$ cat src/rtl/game_pkg.sv
// Shared types and default constants for the game-state sequencer and the
// loser/winner sprite blocks.
package game_pkg;

    localparam int unsigned LIVES_W                = 2;
    localparam int unsigned STATE_W                = 3;
    localparam int unsigned DEF_START_LIVES        = 3;
    localparam int unsigned DEF_HIT_FRAMES         = 60;
    localparam int unsigned DEF_END_HOLD_FRAMES    = 180;
    localparam int unsigned DEF_AUTORESTART_FRAMES = 600;
    localparam int unsigned DEF_ALIEN_CNT_W        = 6;

    typedef enum logic [STATE_W-1:0] {
        ST_IDLE = 3'd0,
        ST_PLAY = 3'd1,
        ST_HIT  = 3'd2,
        ST_LOSE = 3'd3,
        ST_WIN  = 3'd4
    } game_state_t;

    function automatic int unsigned max3(input int unsigned a, input int unsigned b,
                                         input int unsigned c);
        int unsigned m;
        m = (a > b) ? a : b;
        return (m > c) ? m : c;
    endfunction

endpackage

$ cat src/rtl/game_status_ctrl_if.sv
// Gameplay event inputs and status outputs of the game-state sequencer.
interface game_status_ctrl_if
    import game_pkg::*;
#(
    parameter int unsigned ALIEN_CNT_W = DEF_ALIEN_CNT_W
);
    logic                   frame_tick;
    logic                   start;
    logic                   player_hit;
    logic                   invaders_landed;
    logic [ALIEN_CNT_W-1:0] aliens_left;
    logic                   playing;
    logic                   freeze;
    logic                   loser;
    logic                   winner;
    logic [LIVES_W-1:0]     lives;
    logic [STATE_W-1:0]     state_dbg;

    modport master (
        output frame_tick, start, player_hit, invaders_landed, aliens_left,
        input  playing, freeze, loser, winner, lives, state_dbg
    );

    modport slave (
        input  frame_tick, start, player_hit, invaders_landed, aliens_left,
        output playing, freeze, loser, winner, lives, state_dbg
    );
endinterface

$ cat src/rtl/frame_timer.sv
// Saturating frame-tick counter with synchronous clear and terminal compares
// for the hit-freeze, end-hold and auto-restart intervals.
module frame_timer #(
    parameter int unsigned CNT_W              = 10,
    parameter int unsigned SAT_VAL            = 600,
    parameter int unsigned HIT_FRAMES         = 60,
    parameter int unsigned END_HOLD_FRAMES    = 180,
    parameter int unsigned AUTORESTART_FRAMES = 600
) (
    input  logic clk,
    input  logic rst,
    input  logic clr,
    input  logic tick,
    output logic hit_done,
    output logic hold_done,
    output logic auto_done
);
    logic [CNT_W-1:0] cnt_q, cnt_d;

    // Clear wins over a coincident tick so a new state always starts at zero.
    always_comb begin
        cnt_d = cnt_q;
        if (clr) begin
            cnt_d = '0;
        end else if (tick && (cnt_q < CNT_W'(SAT_VAL))) begin
            cnt_d = cnt_q + CNT_W'(1);
        end
    end

    always_ff @(posedge clk or negedge rst) begin
        if (!rst) begin
            cnt_q <= '0;
        end else begin
            cnt_q <= cnt_d;
        end
    end

    assign hit_done  = tick && (cnt_q == CNT_W'(HIT_FRAMES - 1));
    assign hold_done = (cnt_q >= CNT_W'(END_HOLD_FRAMES));
    assign auto_done = tick && (cnt_q == CNT_W'(AUTORESTART_FRAMES - 1));
endmodule

$ cat src/rtl/game_status_ctrl.sv
// Game-state sequencer: IDLE/PLAY/HIT/LOSE/WIN with lives and frame timing.
// Define GAME_STATUS_AUTORESTART_EN to return from LOSE/WIN to IDLE unattended.
module game_status_ctrl
    import game_pkg::*;
#(
    parameter int unsigned START_LIVES        = DEF_START_LIVES,
    parameter int unsigned HIT_FRAMES         = DEF_HIT_FRAMES,
    parameter int unsigned END_HOLD_FRAMES    = DEF_END_HOLD_FRAMES,
    parameter int unsigned AUTORESTART_FRAMES = DEF_AUTORESTART_FRAMES,
    parameter int unsigned ALIEN_CNT_W        = DEF_ALIEN_CNT_W
) (
    input logic               clk,
    input logic               rst,
    game_status_ctrl_if.slave bus
);
    localparam int unsigned FCNT_MAX = max3(HIT_FRAMES, END_HOLD_FRAMES, AUTORESTART_FRAMES);
    localparam int unsigned FCNT_W   = $clog2(FCNT_MAX + 1);
    localparam int unsigned HOLD_SAT = (END_HOLD_FRAMES > AUTORESTART_FRAMES) ?
                                       END_HOLD_FRAMES : AUTORESTART_FRAMES;

    game_state_t        state_q, state_d;
    logic [LIVES_W-1:0] lives_q, lives_d;
    logic               playing_q, playing_d;
    logic               freeze_q, freeze_d;
    logic               loser_q, loser_d;
    logic               winner_q, winner_d;
    logic [STATE_W-1:0] state_dbg_q, state_dbg_d;
    logic               fcnt_clr;
    logic               hit_done, hold_done, auto_done;

    frame_timer #(
        .CNT_W              (FCNT_W),
        .SAT_VAL            (HOLD_SAT),
        .HIT_FRAMES         (HIT_FRAMES),
        .END_HOLD_FRAMES    (END_HOLD_FRAMES),
        .AUTORESTART_FRAMES (AUTORESTART_FRAMES)
    ) u_frame_timer (
        .clk       (clk),
        .rst       (rst),
        .clr       (fcnt_clr),
        .tick      (bus.frame_tick),
        .hit_done  (hit_done),
        .hold_done (hold_done),
        .auto_done (auto_done)
    );

`ifndef GAME_STATUS_AUTORESTART_EN
    logic unused_auto_done;
    assign unused_auto_done = auto_done;
`endif

    // Next state and lives; PLAY events are checked in priority order.
    always_comb begin
        state_d = state_q;
        lives_d = lives_q;
        unique case (state_q)
            ST_IDLE: begin
                if (bus.start) begin
                    state_d = ST_PLAY;
                    lives_d = LIVES_W'(START_LIVES);
                end
            end
            ST_PLAY: begin
                if (bus.invaders_landed) begin
                    state_d = ST_LOSE;
                    lives_d = '0;
                end else if (bus.player_hit) begin
                    if (lives_q <= LIVES_W'(1)) begin
                        state_d = ST_LOSE;
                        lives_d = '0;
                    end else begin
                        state_d = ST_HIT;
                        lives_d = lives_q - LIVES_W'(1);
                    end
                end else if (bus.aliens_left == '0) begin
                    state_d = ST_WIN;
                end
            end
            ST_HIT: begin
                if (bus.invaders_landed) begin
                    state_d = ST_LOSE;
                    lives_d = '0;
                end else if (hit_done) begin
                    state_d = ST_PLAY;
                end
            end
            ST_LOSE, ST_WIN: begin
                if (bus.start && hold_done) begin
                    state_d = ST_IDLE;
                end
`ifdef GAME_STATUS_AUTORESTART_EN
                else if (auto_done) begin
                    state_d = ST_IDLE;
                end
`endif
            end
            default: state_d = ST_IDLE;
        endcase
    end

    // Every state change restarts the frame counter.
    assign fcnt_clr = (state_d != state_q);

    always_comb begin
        playing_d   = (state_d == ST_PLAY);
        freeze_d    = (state_d != ST_PLAY);
        loser_d     = (state_d == ST_LOSE);
        winner_d    = (state_d == ST_WIN);
        state_dbg_d = STATE_W'(state_d);
    end

    always_ff @(posedge clk or negedge rst) begin
        if (!rst) begin
            state_q     <= ST_IDLE;
            lives_q     <= LIVES_W'(START_LIVES);
            playing_q   <= 1'b0;
            freeze_q    <= 1'b1;
            loser_q     <= 1'b0;
            winner_q    <= 1'b0;
            state_dbg_q <= '0;
        end else begin
            state_q     <= state_d;
            lives_q     <= lives_d;
            playing_q   <= playing_d;
            freeze_q    <= freeze_d;
            loser_q     <= loser_d;
            winner_q    <= winner_d;
            state_dbg_q <= state_dbg_d;
        end
    end

    assign bus.playing   = playing_q;
    assign bus.freeze    = freeze_q;
    assign bus.loser     = loser_q;
    assign bus.winner    = winner_q;
    assign bus.lives     = lives_q;
    assign bus.state_dbg = state_dbg_q;
endmodule

$ cat src/flat_wrapper.sv
// flat-port wrapper written by rule: the top's interface ports become plain ports
module game_status_ctrl_flat import game_pkg::*;
#(
    parameter int unsigned START_LIVES        = DEF_START_LIVES,
    parameter int unsigned HIT_FRAMES         = DEF_HIT_FRAMES,
    parameter int unsigned END_HOLD_FRAMES    = DEF_END_HOLD_FRAMES,
    parameter int unsigned AUTORESTART_FRAMES = DEF_AUTORESTART_FRAMES,
    parameter int unsigned ALIEN_CNT_W        = DEF_ALIEN_CNT_W
)
  (clk, rst, bus_frame_tick, bus_start, bus_player_hit, bus_invaders_landed, bus_aliens_left, bus_playing, bus_freeze, bus_loser, bus_winner, bus_lives, bus_state_dbg);
  game_status_ctrl_if #(.ALIEN_CNT_W(ALIEN_CNT_W)) bus_i ();
  input logic clk;
  input logic rst;
  input wire logic [$bits(bus_i.frame_tick)-1:0] bus_frame_tick;
  input wire logic [$bits(bus_i.start)-1:0] bus_start;
  input wire logic [$bits(bus_i.player_hit)-1:0] bus_player_hit;
  input wire logic [$bits(bus_i.invaders_landed)-1:0] bus_invaders_landed;
  input wire logic [$bits(bus_i.aliens_left)-1:0] bus_aliens_left;
  output wire logic [$bits(bus_i.playing)-1:0] bus_playing;
  output wire logic [$bits(bus_i.freeze)-1:0] bus_freeze;
  output wire logic [$bits(bus_i.loser)-1:0] bus_loser;
  output wire logic [$bits(bus_i.winner)-1:0] bus_winner;
  output wire logic [$bits(bus_i.lives)-1:0] bus_lives;
  output wire logic [$bits(bus_i.state_dbg)-1:0] bus_state_dbg;
  assign bus_i.frame_tick = bus_frame_tick;
  assign bus_i.start = bus_start;
  assign bus_i.player_hit = bus_player_hit;
  assign bus_i.invaders_landed = bus_invaders_landed;
  assign bus_i.aliens_left = bus_aliens_left;
  assign bus_playing = bus_i.playing;
  assign bus_freeze = bus_i.freeze;
  assign bus_loser = bus_i.loser;
  assign bus_winner = bus_i.winner;
  assign bus_lives = bus_i.lives;
  assign bus_state_dbg = bus_i.state_dbg;
  game_status_ctrl #(.START_LIVES(START_LIVES), .HIT_FRAMES(HIT_FRAMES), .END_HOLD_FRAMES(END_HOLD_FRAMES), .AUTORESTART_FRAMES(AUTORESTART_FRAMES), .ALIEN_CNT_W(ALIEN_CNT_W)) u_core (.clk(clk), .rst(rst), .bus(bus_i));
endmodule
$ cat config.mk
export PLATFORM = sky130hd
export DESIGN_NAME = game_status_ctrl_flat
export DESIGN_NICKNAME = d
export VERILOG_FILES = /design/src/rtl/game_pkg.sv /design/src/rtl/game_status_ctrl_if.sv /design/src/rtl/frame_timer.sv /design/src/rtl/game_status_ctrl.sv /design/src/flat_wrapper.sv
export SDC_FILE = /design/constraint.sdc
export NUM_CORES = 1
export LEC_CHECK = 0
export CAP_MARGIN = 5
export CELL_PAD_IN_SITES_DETAIL_PLACEMENT = 1
export CELL_PAD_IN_SITES_GLOBAL_PLACEMENT = 1
export CORE_ASPECT_RATIO = 0.6
export CORE_UTILIZATION = 41
export CTS_CLUSTER_SIZE = 14
export DETAILED_ROUTE_END_ITERATION = 16
export PLACE_DENSITY = 0.85
export SETUP_SLACK_MARGIN = 0.2
export SLEW_MARGIN = 10
export SYNTH_ARGS = -nofsm -noshare
export SYNTH_HDL_FRONTEND = slang
export SYNTH_SLANG_ARGS = --single-unit
export TNS_END_PERCENT = 100
$ cat constraint.sdc
create_clock -name clk -period 3.4 [get_ports clk]
set_input_delay 0.51 -clock clk [delete_from_list [all_inputs] [get_ports clk]]
set_output_delay 0.51 -clock clk [all_outputs]
set_load 0.02 [all_outputs]
==> run metrics <==
Lkg Pwr=0.0005350 uW; final critical-path share of the clock period=0.6953; remaining routing DRC violations=0; DP HPWL=2434 um; WP data required=3510 ps; Core Box Area=2557 um^2; syn_area_per_cell=9.186 um^2; Final Hold Slack=546.3 ps; Layout Cells excl Fill=176; Die H=42.66 um; main combinational cell family by area after synthesis=simple AND/OR/NAND/NOR gates; Sequential Power Share=0.369; kind of end point of the critical path=register; # clock sinks=19; Synth Area in Adders=0.02215; FP Rows=14; Initial Util=0.4418; Pwr per Cell Area=669.9 nW/um^2; top_reg_cell synth=dfrtp_1; Root Driver=clkbuf_8; worst setup path category=in2reg; maximum vdd drop=477.9 uV; crit path DAT=2480 ps; Post-synth EDFFs=0; Sw Pwr=401.8 uW; crit start category=input pin; outcome=completed; post-CTS setup buffers=0; Setup TNS=0 ps; Fmax=423.0 MHz; insertion delay to the later sink of the worst-skew pair=260 ps; Critical path origin=bus_aliens_left[1]; share of layout cells above drive strength 1=0.1042; XOR/XNOR Fraction of Synth Area=0.06202; CTS buffer count=3; Worst Max-Slew Pin Slew=857.1 ps; Placed Cells=172; TritonCTS clock tree=built; Seq/Total Area, Yosys=0.4241; DR top layer=met4; full die area=2976 um^2; Ports=21; Period minus WS final=2364 ps; met1 wire length=1589 um; Mapped Cells=123; Yosys top cell by area=dfrtp_1; relative max-transition margin=0.4268; worst r2r dst=u_core.u_frame_timer.cnt_q[7]$_DFFE_PN0P_; # diodes=0; count leader, synth=dfrtp_1; grt ovf=0; via count=1016; routability congestion estimate from global placement=0.8676; RSZ-0062 raised after global routing=no; Gate power share=0.459; Iter 0 DRT Violations=86; area grow syn2layout=24.25%; met2 wire len=1367 um; Tot GR Track Use=0.2501; die width=69.77 um; synthesized cell area=1130 um^2; async set-or-reset flop fraction in the synthesized netlist=1.000; count of cell types in the netlist=37; CTS max path bufs=2; flops & latches, synth=19; Setup-failing EPs final=0; worst setup path end=u_core.u_frame_timer.cnt_q[7]$_DFFE_PN0P_; CTS Hold Bufs=0; first drt pass iteration count=4; yosys warns=0; Slew Viols, Final=0; antenna-violating nets left=0; # nets final=159; Met3 Wirelength=213 um; Worst R2R Setup Slack=1460 ps; Max Cap Violations=0; vias in the first global route=1077; Cell Area, Placed=1355 um^2; post-synth net total=137; Setup WS pre-CTS=758.1 ps; worst hold path class=reg2reg; critical path peak fanout=10; reg2reg path depth=6; synth cell count leaders=dfrtp_1 (16), nor3_1 (14), nor2_1 (12); Internal=538.7 uW; drt total wl=3180 um; final worst slack=1036 ps; top cell type's share of synthesized area=0.3544; via density per instance=5.773; DR WL/cell=18.07 um; r2r startpoint=u_core.u_frame_timer.cnt_q[1]$_DFFE_PN0P_; Fin. Hold Viols=0; Setup Skew=6.251 ps; antenna violations before repair=0; clk slew on worst S/H paths=70 ps; Clock power frac=0.172; Sw Share=0.4272; design area=1404 um^2; largest net degree at the start of global routing=20; H-Tree Depth=1; Area contributors post-synth=dfrtp_1 (35%), dfstp_2 (7.0%), nor3_1 (6.2%), xnor2_1 (6.2%), nor2_1 (4.0%); post-synthesis mux area share=0.02658; # resized after CTS=0; Synth Area in Simple Gates=0.2691; global-route wire length before repair=5609 um; Synth Area in Compound Gates=0.1595; port bufs=20
[worst min-delay path by stage]
stage | start | endpoint | slack, ps | cells after the start
after floorplan | rst | u_core.bus.loser$_DFF_PN0_ | 210 | 0
after global placement | u_core.bus.lives[1]$_DFFE_PN1P_ | u_core.bus.lives[1]$_DFFE_PN1P_ | 520 | 2
after detailed placement | u_core.bus.lives[1]$_DFFE_PN1P_ | u_core.bus.lives[1]$_DFFE_PN1P_ | 530 | 2
after CTS | u_core.bus.lives[1]$_DFFE_PN1P_ | u_core.bus.lives[1]$_DFFE_PN1P_ | 540 | 2
after global routing | u_core.bus.lives[1]$_DFFE_PN1P_ | u_core.bus.lives[1]$_DFFE_PN1P_ | 560 | 2
final | u_core.bus.lives[1]$_DFFE_PN1P_ | u_core.bus.lives[1]$_DFFE_PN1P_ | 550 | 2
[routing by layer]
metal  up-vias  global-route usage
li1        489                   -
met1       498              0.3647
met2        27              0.3731
met3         2             0.07838
met4         0             0.03600
met5         -                   0
[layout make-up]
cell class	count	area, um^2
clock buffers	3	41.29
clock inverters	1	7.507
fillers	313	1154
inverters	7	26.28
multi-input cells	94	609.3
flip-flops and latches	19	479.2
well taps	32	40.04
repair buffers	20	200.2
[registers in the layout, summed over array words and instances, names as in the netlist]
register,count
u_core.bus.freeze,1
u_core.bus.loser,1
u_core.bus.playing,1
u_core.bus.lives,2
u_core.bus.winner,1
u_core.state_q,3
u_core.u_frame_timer.cnt_q,10
[power by group through the flow]
stage               Sequential [uW]  Combinational [uW]  Clock (uW)
floorplan                       361                 251           0
global placement                345                 406           0
detailed placement              350                 427           0
CTS                             346                 432         166
global route                    358                 475         179
finish                          347                 432         162
[worst max-delay path, cell delays in order]
cell             delay, ps
clkdlybuf4s50_1        400
nor4_1                 570
a22oi_1                120
o21ai_0                360
o311a_2                410
nor3_1                  90
[layout by cell type (no fill, tap or decap), types with 4 or more instances in the layout]
cell type        instances
nor2_1                  12
inv_1                    6
xnor2_1                  8
nand2_1                 11
dfrtp_1                 16
o21ai_0                  4
nor3_1                  14
clkdlybuf4s50_1         20
a21oi_1                  5
[cell families (layout without fill, tap and decap cells)]
logic type / after synthesis / in the layout
adder cells (fa/ha/maj): 2 / 2
XOR/XNOR: 8 / 8
flip-flops: 19 / 19
AO/OA/AOI/OAI: 24 / 24
multiplexers: 3 / 3
AND/OR/NAND/NOR: 57 / 57
buffers and inverters: 10 / 31
[through the flow]
stage	power, uW	util
global route	1013	0.5489
global placement	751.6	0.5298
CTS	943.8	0.5489
floorplan	611.8	-
finish	940.4	0.5489
detailed placement	776.5	0.5298
Note: power is estimated with default switching activity, not from simulation.
